**src/rtl/mmm_pkg.sv**
```systemverilog
// mmm_pkg: types and constants shared by the matrix-multiply BRAM tile
// reader and tile writer.
//   state_t     : tile walker FSM states
//   FIFO_DEPTH  : output skid FIFO depth of the reader
//   tile_desc_t : tile descriptor {base, rows, cols, stride}
package mmm_pkg;

  typedef enum logic [1:0] {
    IDLE,
    RUN,
    DRAIN
  } state_t;

  localparam int unsigned FIFO_DEPTH = 2;
  localparam int unsigned OCC_W      = $clog2(FIFO_DEPTH + 1);

  localparam int unsigned DESC_ADDR_W = 9;
  localparam int unsigned DESC_DIM_W  = 8;

  typedef struct packed {
    logic [DESC_ADDR_W-1:0] base;
    logic [DESC_DIM_W-1:0]  rows;
    logic [DESC_DIM_W-1:0]  cols;
    logic [DESC_ADDR_W-1:0] stride;
  } tile_desc_t;

endpackage

```
**src/rtl/tile_reader_fifo.sv**
```systemverilog
// tile_reader_fifo: 2-entry registered FIFO between the BRAM read port and
// the tile reader output stream. Push and pop may occur in the same cycle,
// including when full.
//   clk, rst     : clock, asynchronous active-high reset
//   i_push       : write i_push_data this cycle
//   i_push_data  : entry {last, data}
//   i_pop        : remove the head entry this cycle
//   o_occ        : number of stored entries (0..2)
//   o_head       : oldest entry, stable until popped
module tile_reader_fifo
  import mmm_pkg::*;
#(
  parameter int unsigned WIDTH = 65
) (
  input  logic             clk,
  input  logic             rst,
  input  logic             i_push,
  input  logic [WIDTH-1:0] i_push_data,
  input  logic             i_pop,
  output logic [OCC_W-1:0] o_occ,
  output logic [WIDTH-1:0] o_head
);

  logic [WIDTH-1:0] r_mem [FIFO_DEPTH];
  logic             r_rd_ptr;
  logic             r_wr_ptr;
  logic [OCC_W-1:0] r_occ;
  logic             w_do_pop;
  logic             w_do_push;

  assign w_do_pop  = i_pop && (r_occ != '0);
  // A pop frees its slot in the same cycle, so a full FIFO still accepts.
  assign w_do_push = i_push && ((r_occ != OCC_W'(FIFO_DEPTH)) || w_do_pop);

  always_ff @(posedge clk or posedge rst) begin
    if (rst) begin
      for (int unsigned i = 0; i < FIFO_DEPTH; i++) begin
        r_mem[i] <= '0;
      end
      r_rd_ptr <= 1'b0;
      r_wr_ptr <= 1'b0;
      r_occ    <= '0;
    end else begin
      if (w_do_push) begin
        r_mem[r_wr_ptr] <= i_push_data;
        r_wr_ptr        <= ~r_wr_ptr;
      end
      if (w_do_pop) begin
        r_rd_ptr <= ~r_rd_ptr;
      end
      case ({w_do_push, w_do_pop})
        2'b10:   r_occ <= r_occ + OCC_W'(1);
        2'b01:   r_occ <= r_occ - OCC_W'(1);
        default: r_occ <= r_occ;
      endcase
    end
  end

  assign o_occ  = r_occ;
  assign o_head = r_mem[r_rd_ptr];

endmodule

```
**src/rtl/mcd_bram_tile_reader.sv**
```systemverilog
// mcd_bram_tile_reader: walks a tile row-major over one read port of the MCD
// dual-port BRAM and streams the words out on a valid/ready interface.
//   clk, rst                        : clock, asynchronous active-high reset
//   cmd_valid/cmd_ready             : descriptor handshake (ready only in IDLE)
//   cmd_base/rows/cols/stride       : tile descriptor
//   bram_en/addr/write_en/write_data: RAM port (read-only use)
//   bram_read_data                  : RAM data, one cycle after bram_en
//   out_valid/ready/data/last       : tile element stream, last on final word
//   done                            : one-cycle pulse after the tile drains
module mcd_bram_tile_reader
  import mmm_pkg::*;
#(
  parameter int unsigned addr_width = 9,
  parameter int unsigned data_width = 64,
  parameter int unsigned dim_width  = 8
) (
  input  logic                  clk,
  input  logic                  rst,
  input  logic                  cmd_valid,
  output logic                  cmd_ready,
  input  logic [addr_width-1:0] cmd_base,
  input  logic [dim_width-1:0]  cmd_rows,
  input  logic [dim_width-1:0]  cmd_cols,
  input  logic [addr_width-1:0] cmd_stride,
  output logic                  bram_en,
  output logic [addr_width-1:0] bram_addr,
  output logic                  bram_write_en,
  output logic [data_width-1:0] bram_write_data,
  input  logic [data_width-1:0] bram_read_data,
  output logic                  out_valid,
  input  logic                  out_ready,
  output logic [data_width-1:0] out_data,
  output logic                  out_last,
  output logic                  done
);

  state_t                r_state;
  state_t                w_next;
  logic                  r_cmd_ready;
  logic                  r_inflight;
  logic                  r_last_inflight;
  logic                  r_drain_seen;
  logic [addr_width-1:0] r_row_base;
  logic [addr_width-1:0] r_stride;
  logic [dim_width-1:0]  r_rows;
  logic [dim_width-1:0]  r_cols;
  logic [dim_width-1:0]  r_row;
  logic [dim_width-1:0]  r_col;

  logic                  w_accept;
  logic                  w_issue;
  logic                  w_done;
  logic                  w_is_last;
  logic                  w_col_wrap;
  logic                  w_out_valid;
  logic                  w_pop;
  logic                  w_room;
  logic [OCC_W-1:0]      w_occ;
  logic [2:0]            w_pending;
  logic [data_width:0]   w_head;

  tile_reader_fifo #(
    .WIDTH(data_width + 1)
  ) u_fifo (
    .clk         (clk),
    .rst         (rst),
    .i_push      (r_inflight),
    .i_push_data ({r_last_inflight, bram_read_data}),
    .i_pop       (w_pop),
    .o_occ       (w_occ),
    .o_head      (w_head)
  );

  assign w_out_valid = (w_occ != '0);
  assign w_pop       = w_out_valid && out_ready;
  assign w_pending   = 3'(w_occ) + 3'(r_inflight);
  // Issue only if the word will have a FIFO slot, counting this cycle's pop.
  assign w_room      = (w_pending < (3'd2 + 3'(w_pop)));
  assign w_col_wrap  = (r_col == (r_cols - dim_width'(1)));
  assign w_is_last   = w_col_wrap && (r_row == (r_rows - dim_width'(1)));

  always_ff @(posedge clk or posedge rst) begin
    if (rst) begin
      r_state <= IDLE;
    end else begin
      r_state <= w_next;
    end
  end

  always_comb begin
    w_next   = r_state;
    w_accept = 1'b0;
    w_issue  = 1'b0;
    w_done   = 1'b0;
    case (r_state)
      IDLE: begin
        w_accept = r_cmd_ready && cmd_valid;
        if (w_accept) begin
          w_next = ((cmd_rows == '0) || (cmd_cols == '0)) ? DRAIN : RUN;
        end
      end
      RUN: begin
        w_issue = w_room;
        if (w_issue && w_is_last) begin
          w_next = DRAIN;
        end
      end
      DRAIN: begin
        // Requiring a prior DRAIN cycle gives an empty tile the same
        // accept-to-done spacing as a read's capture slot.
        if (!r_inflight && (w_occ == '0) && r_drain_seen) begin
          w_done = 1'b1;
          w_next = IDLE;
        end
      end
      default: w_next = IDLE;
    endcase
  end

  always_ff @(posedge clk or posedge rst) begin
    if (rst) begin
      r_cmd_ready     <= 1'b0;
      r_inflight      <= 1'b0;
      r_last_inflight <= 1'b0;
      r_drain_seen    <= 1'b0;
      r_row_base      <= '0;
      r_stride        <= '0;
      r_rows          <= '0;
      r_cols          <= '0;
      r_row           <= '0;
      r_col           <= '0;
    end else begin
      r_cmd_ready     <= (w_next == IDLE);
      r_inflight      <= w_issue;
      r_last_inflight <= w_issue && w_is_last;
      r_drain_seen    <= (r_state == DRAIN);
      if (w_accept) begin
        r_rows     <= cmd_rows;
        r_cols     <= cmd_cols;
        r_stride   <= cmd_stride;
        r_row_base <= cmd_base;
        r_row      <= '0;
        r_col      <= '0;
      end else if (w_issue) begin
        if (w_col_wrap) begin
          r_col      <= '0;
          r_row      <= r_row + dim_width'(1);
          r_row_base <= r_row_base + r_stride;
        end else begin
          r_col <= r_col + dim_width'(1);
        end
      end
    end
  end

  assign cmd_ready       = r_cmd_ready;
  assign bram_en         = w_issue;
  assign bram_addr       = w_issue ? (r_row_base + addr_width'(r_col)) : '0;
  assign bram_write_en   = 1'b0;
  assign bram_write_data = '0;
  assign out_valid       = w_out_valid;
  assign out_data        = w_head[data_width-1:0];
  assign out_last        = w_head[data_width] && w_out_valid;
  assign done            = w_done;

endmodule

```
**config.mk**
```make
export PLATFORM = sky130hd
export DESIGN_NAME = mcd_bram_tile_reader
export DESIGN_NICKNAME = d
export VERILOG_FILES = /design/src/rtl/mmm_pkg.sv /design/src/rtl/tile_reader_fifo.sv /design/src/rtl/mcd_bram_tile_reader.sv
export SDC_FILE = /design/constraint.sdc
export NUM_CORES = 1
export LEC_CHECK = 0
export BUFFER_PORTS_ARGS = -buffer_cell sky130_fd_sc_hd__buf_2
export CAP_MARGIN = 20
export CORE_MARGIN = 2
export CORE_UTILIZATION = 35
export CTS_BUF_LIST = sky130_fd_sc_hd__clkbuf_4
export DETAILED_ROUTE_END_ITERATION = 8
export GPL_ROUTABILITY_DRIVEN = 0
export GPL_TIMING_DRIVEN = 0
export HOLD_SLACK_MARGIN = 0.15
export SLEW_MARGIN = 20
export SYNTH_ARGS = -nofsm -noshare
export SYNTH_HDL_FRONTEND = slang
export SYNTH_SLANG_ARGS = --single-unit
```
**constraint.sdc**
```tcl
create_clock -name clk -period 7.55 [get_ports clk]
set_clock_uncertainty 0.15 [all_clocks]
set_input_delay 0.3775 -clock clk [delete_from_list [all_inputs] [get_ports clk]]
set_output_delay 0.3775 -clock clk [all_outputs]
set_load 0.03 [all_outputs]
```
==> results.toml <==
[power]
p_per_area_nw_per_um2 = 428.2
ir_drop_mv = 0.1457
leakagePower_nw = 6.062
p_clk_share_pct = 10.6
intPower_w = 0.003017
p_seq_share_pct = 32.4
combPwrFrac_pct = 57.0
p_sw_w = 0.002516
p_total_w = 0.005532
power_switching_share_pct = 45.47

[sta]
fin_crit_sh_pct = 49.64
finalCriticalPeriod_ps = 3748
slew_headroom_pct = 47.42
rsz0062_at_grt = "no"
hold_viol = 0
setup_viol_count_final = 0
worst_slew_pin_slew_ps = 788.7
fmax_mhz = 266.8
final_max_slew_viol_count = 0

[clock_network]
clock_path_buffers = 2
cts_root_buf = "clkbuf_4"
clk_latency_ps = 590
numCtsBuffers = 17
cts-resized-gates = 0
htree_num_levels = 4
cts_tree = "built"
clkTransAtPathRegs_ps = 190
clock-sinks = 190

[placement]
portBuffers = 179
hpwlAfterDp_mm = 16.64
postPlaceCellArea_um2 = 11580
dp_cells = 1479

[logic_synthesis]
synth_largest_area_cell = "dfrtp_1"
ys_types = 58
yosysTopAreaCellShare_pct = 47.99
synth_edf_count = 0
ys_seq_area_share_pct = 47.99
yosys-top-cells-count = "194 x mux2_2, 190 x dfrtp_1, 97 x nand2_1"
yosysMostFrequentCell = "mux2_2"
ys_async_sr_fraction_pct = 100.0
ys_ff_latch = 190
yosysWarnings = 0
ys_top_cells_by_area = "dfrtp_1 48%, mux2_2 22%, buf_4 4.9%, nand2_1 3.7%, ha_1 2.9%"
syn_area_per_cell_um2 = 11.58
ys.flop_type = "dfrtp_1"
syn_inst = 856
syn-cell-area_um2 = 9908

[run_status]
outcome = "finished clean"

[global_routing]
grt_use_total_pct = 15.66
antenna_found_initial = 1
grt_overflow = 0
grt_pass1_wl_mm = 36.49
grt_max_degree = 97
grt_pass1_vias = 7270

[worst_setup_path]
critical_path.max_fanout = 3
r2r_cells = 9
criticalPathCategory = "register to output pin"
cp-start-kind = "register"
crit_path_end_kind = "output pin"
reg2reg_slack_ps = 4310
arrival_ps = 3220
required_ps = 7020
reg2reg_to = "r_row[6]$_DFFE_PP0P_"
setup.worst_path.start = "r_row_base[0]$_DFFE_PP0P_"
crit_path_end = "bram_addr[8]"
r2r_start = "r_cols[0]$_DFFE_PP0P_"

[floorplanning]
rows = 61
die-width_um = 172.3
coreArea_um2 = 27860
die_h_um = 172.3
die-area_um2 = 29670
ios = 245
start_util_pct = 35.57

[route]
drt_iter0_markers = 385
via_count = 7331
postRouteAntennaNets = 0
dr.pass1.iters = 4
routed_wl_mm = 23.32
wl_per_cell_um = 14.43
via_per_inst = 4.537
drc = 0

[layout]
multiInputGateArea_um2 = 4690
fin_area_um2 = 12920
n_fill_cell = 2614
drive_above_1_share_pct = 39.35
nets = 1349
ff_latch_area_um2 = 4755
instances_no_fill = 1616
area_delta_synth_final_pct = 30.40

[job]
maxCapViolCount = 0

[hold_path]
hp-class = "primary input to register"
logic make-up after synthesis:
family,synth area share (%)
other,0.03785
multiplexers,22.76
AND/OR/NAND/NOR,9.559
flip-flops,47.99
XOR/XNOR,3.713
AO/OA/AOI/OAI,5.481
adder cells (fa/ha/maj),3.309
buffers and inverters,7.160
sequential cells by signal, indices dropped and copies added (netlist names):
| register | flops |
|---|---|
| u_fifo.o_occ | 2 |
| r_stride | 9 |
| r_cols | 8 |
| r_state | 2 |
| r_inflight | 1 |
| cmd_ready | 1 |
| r_rows | 8 |
| r_row | 8 |
| r_drain_seen | 1 |
| u_fifo.r_mem | 130 |
| r_last_inflight | 1 |
| u_fifo.r_wr_ptr | 1 |
| u_fifo.r_rd_ptr | 1 |
| r_row_base | 9 |
| r_col | 8 |
through the flow:
step                      TNS, ps  hold WS (ps)  util, %  setup slack (ps)
final                           0         335.9    46.38              3802
after global routing            0         286.3    46.37              3583
after CTS                       0         272.6    46.33              3744
after detailed placement        0         131.4    41.57              4310
after global placement    -122480         317.6    41.34            -665.2
after floorplan                 0         299.7        -              1852
worst min path at each step:
stage,start,endpoint,slack [ps],cells past startpoint
finish,cmd_stride[8],r_stride[8]$_DFFE_PP0P_,340,4
global route,cmd_stride[8],r_stride[8]$_DFFE_PP0P_,290,4
CTS,cmd_stride[8],r_stride[8]$_DFFE_PP0P_,270,4
detailed placement,rst,r_rows[1]$_DFFE_PP0P_,130,2
global placement,r_stride[2]$_DFFE_PP0P_,r_stride[2]$_DFFE_PP0P_,320,2
floorplan,r_stride[0]$_DFFE_PP0P_,r_stride[0]$_DFFE_PP0P_,300,2
power by group through the flow:
stage	Sequential (W)	Combinational [W]	Clock, W
global route	0.00186	0.00344	0.000654
floorplan	0.00172	0.00246	0
finish	0.00179	0.00316	0.000586
detailed placement	0.00182	0.00315	0
global placement	0.00180	0.00312	0
CTS	0.00179	0.00321	0.000619
layout make-up:
class                      count  area share [%]
sequential                   190           36.80
multi-input combinational    607           36.30
timing repair buffer         283           15.26
buffer                       101           4.852
tap                          378           3.661
clock inverter                15           1.385
clock buffer                  17          0.9878
inverter                      22          0.6973
antenna                        3         0.05811
metal layers:
metal | track usage (%) | routed length, um
met1 | 19.34 | 10300
met2 | 28.11 | 11760
met3 | 3.433 | 1055
met4 | 3.215 | 204
met5 | 0 | 0
repair_timing:
action | in CTS | in global routing
hold buffers | 102 | 0
hold endpoints to repair | 261 | 0
setup buffers | 0 | 0
endpoints found under the setup margin | 0 | 0
cell usage in the layout, fill, tap and decap left out, types with 11 or more instances in the layout:
cell,synthesis,layout
xor2_1,14,14
mux2_2,194,194
o21ai_0,12,12
buf_4,65,65
nor2_1,27,27
inv_1,22,21
ha_1,23,23
a21oi_1,15,15
nand3_1,11,11
buf_2,3,182
clkbuf_1,33,33
dlygate4sd3_1,0,102
nand2_1,97,97
xnor2_1,28,28
dfrtp_1,190,190
clkbuf_4,0,17
nor3_1,14,13
conb_1,1,65
critical path, cell delays in order (launching register included):
cell and delay [ps]:
dfrtp_1 480, ha_1 250, fa_1 420, a21o_1 170
a21oi_1 210, o21bai_1 110, a2111oi_0 510, o211ai_1 160
nand2_1 110, buf_2 200
Note: power is estimated with default switching activity, not from simulation.
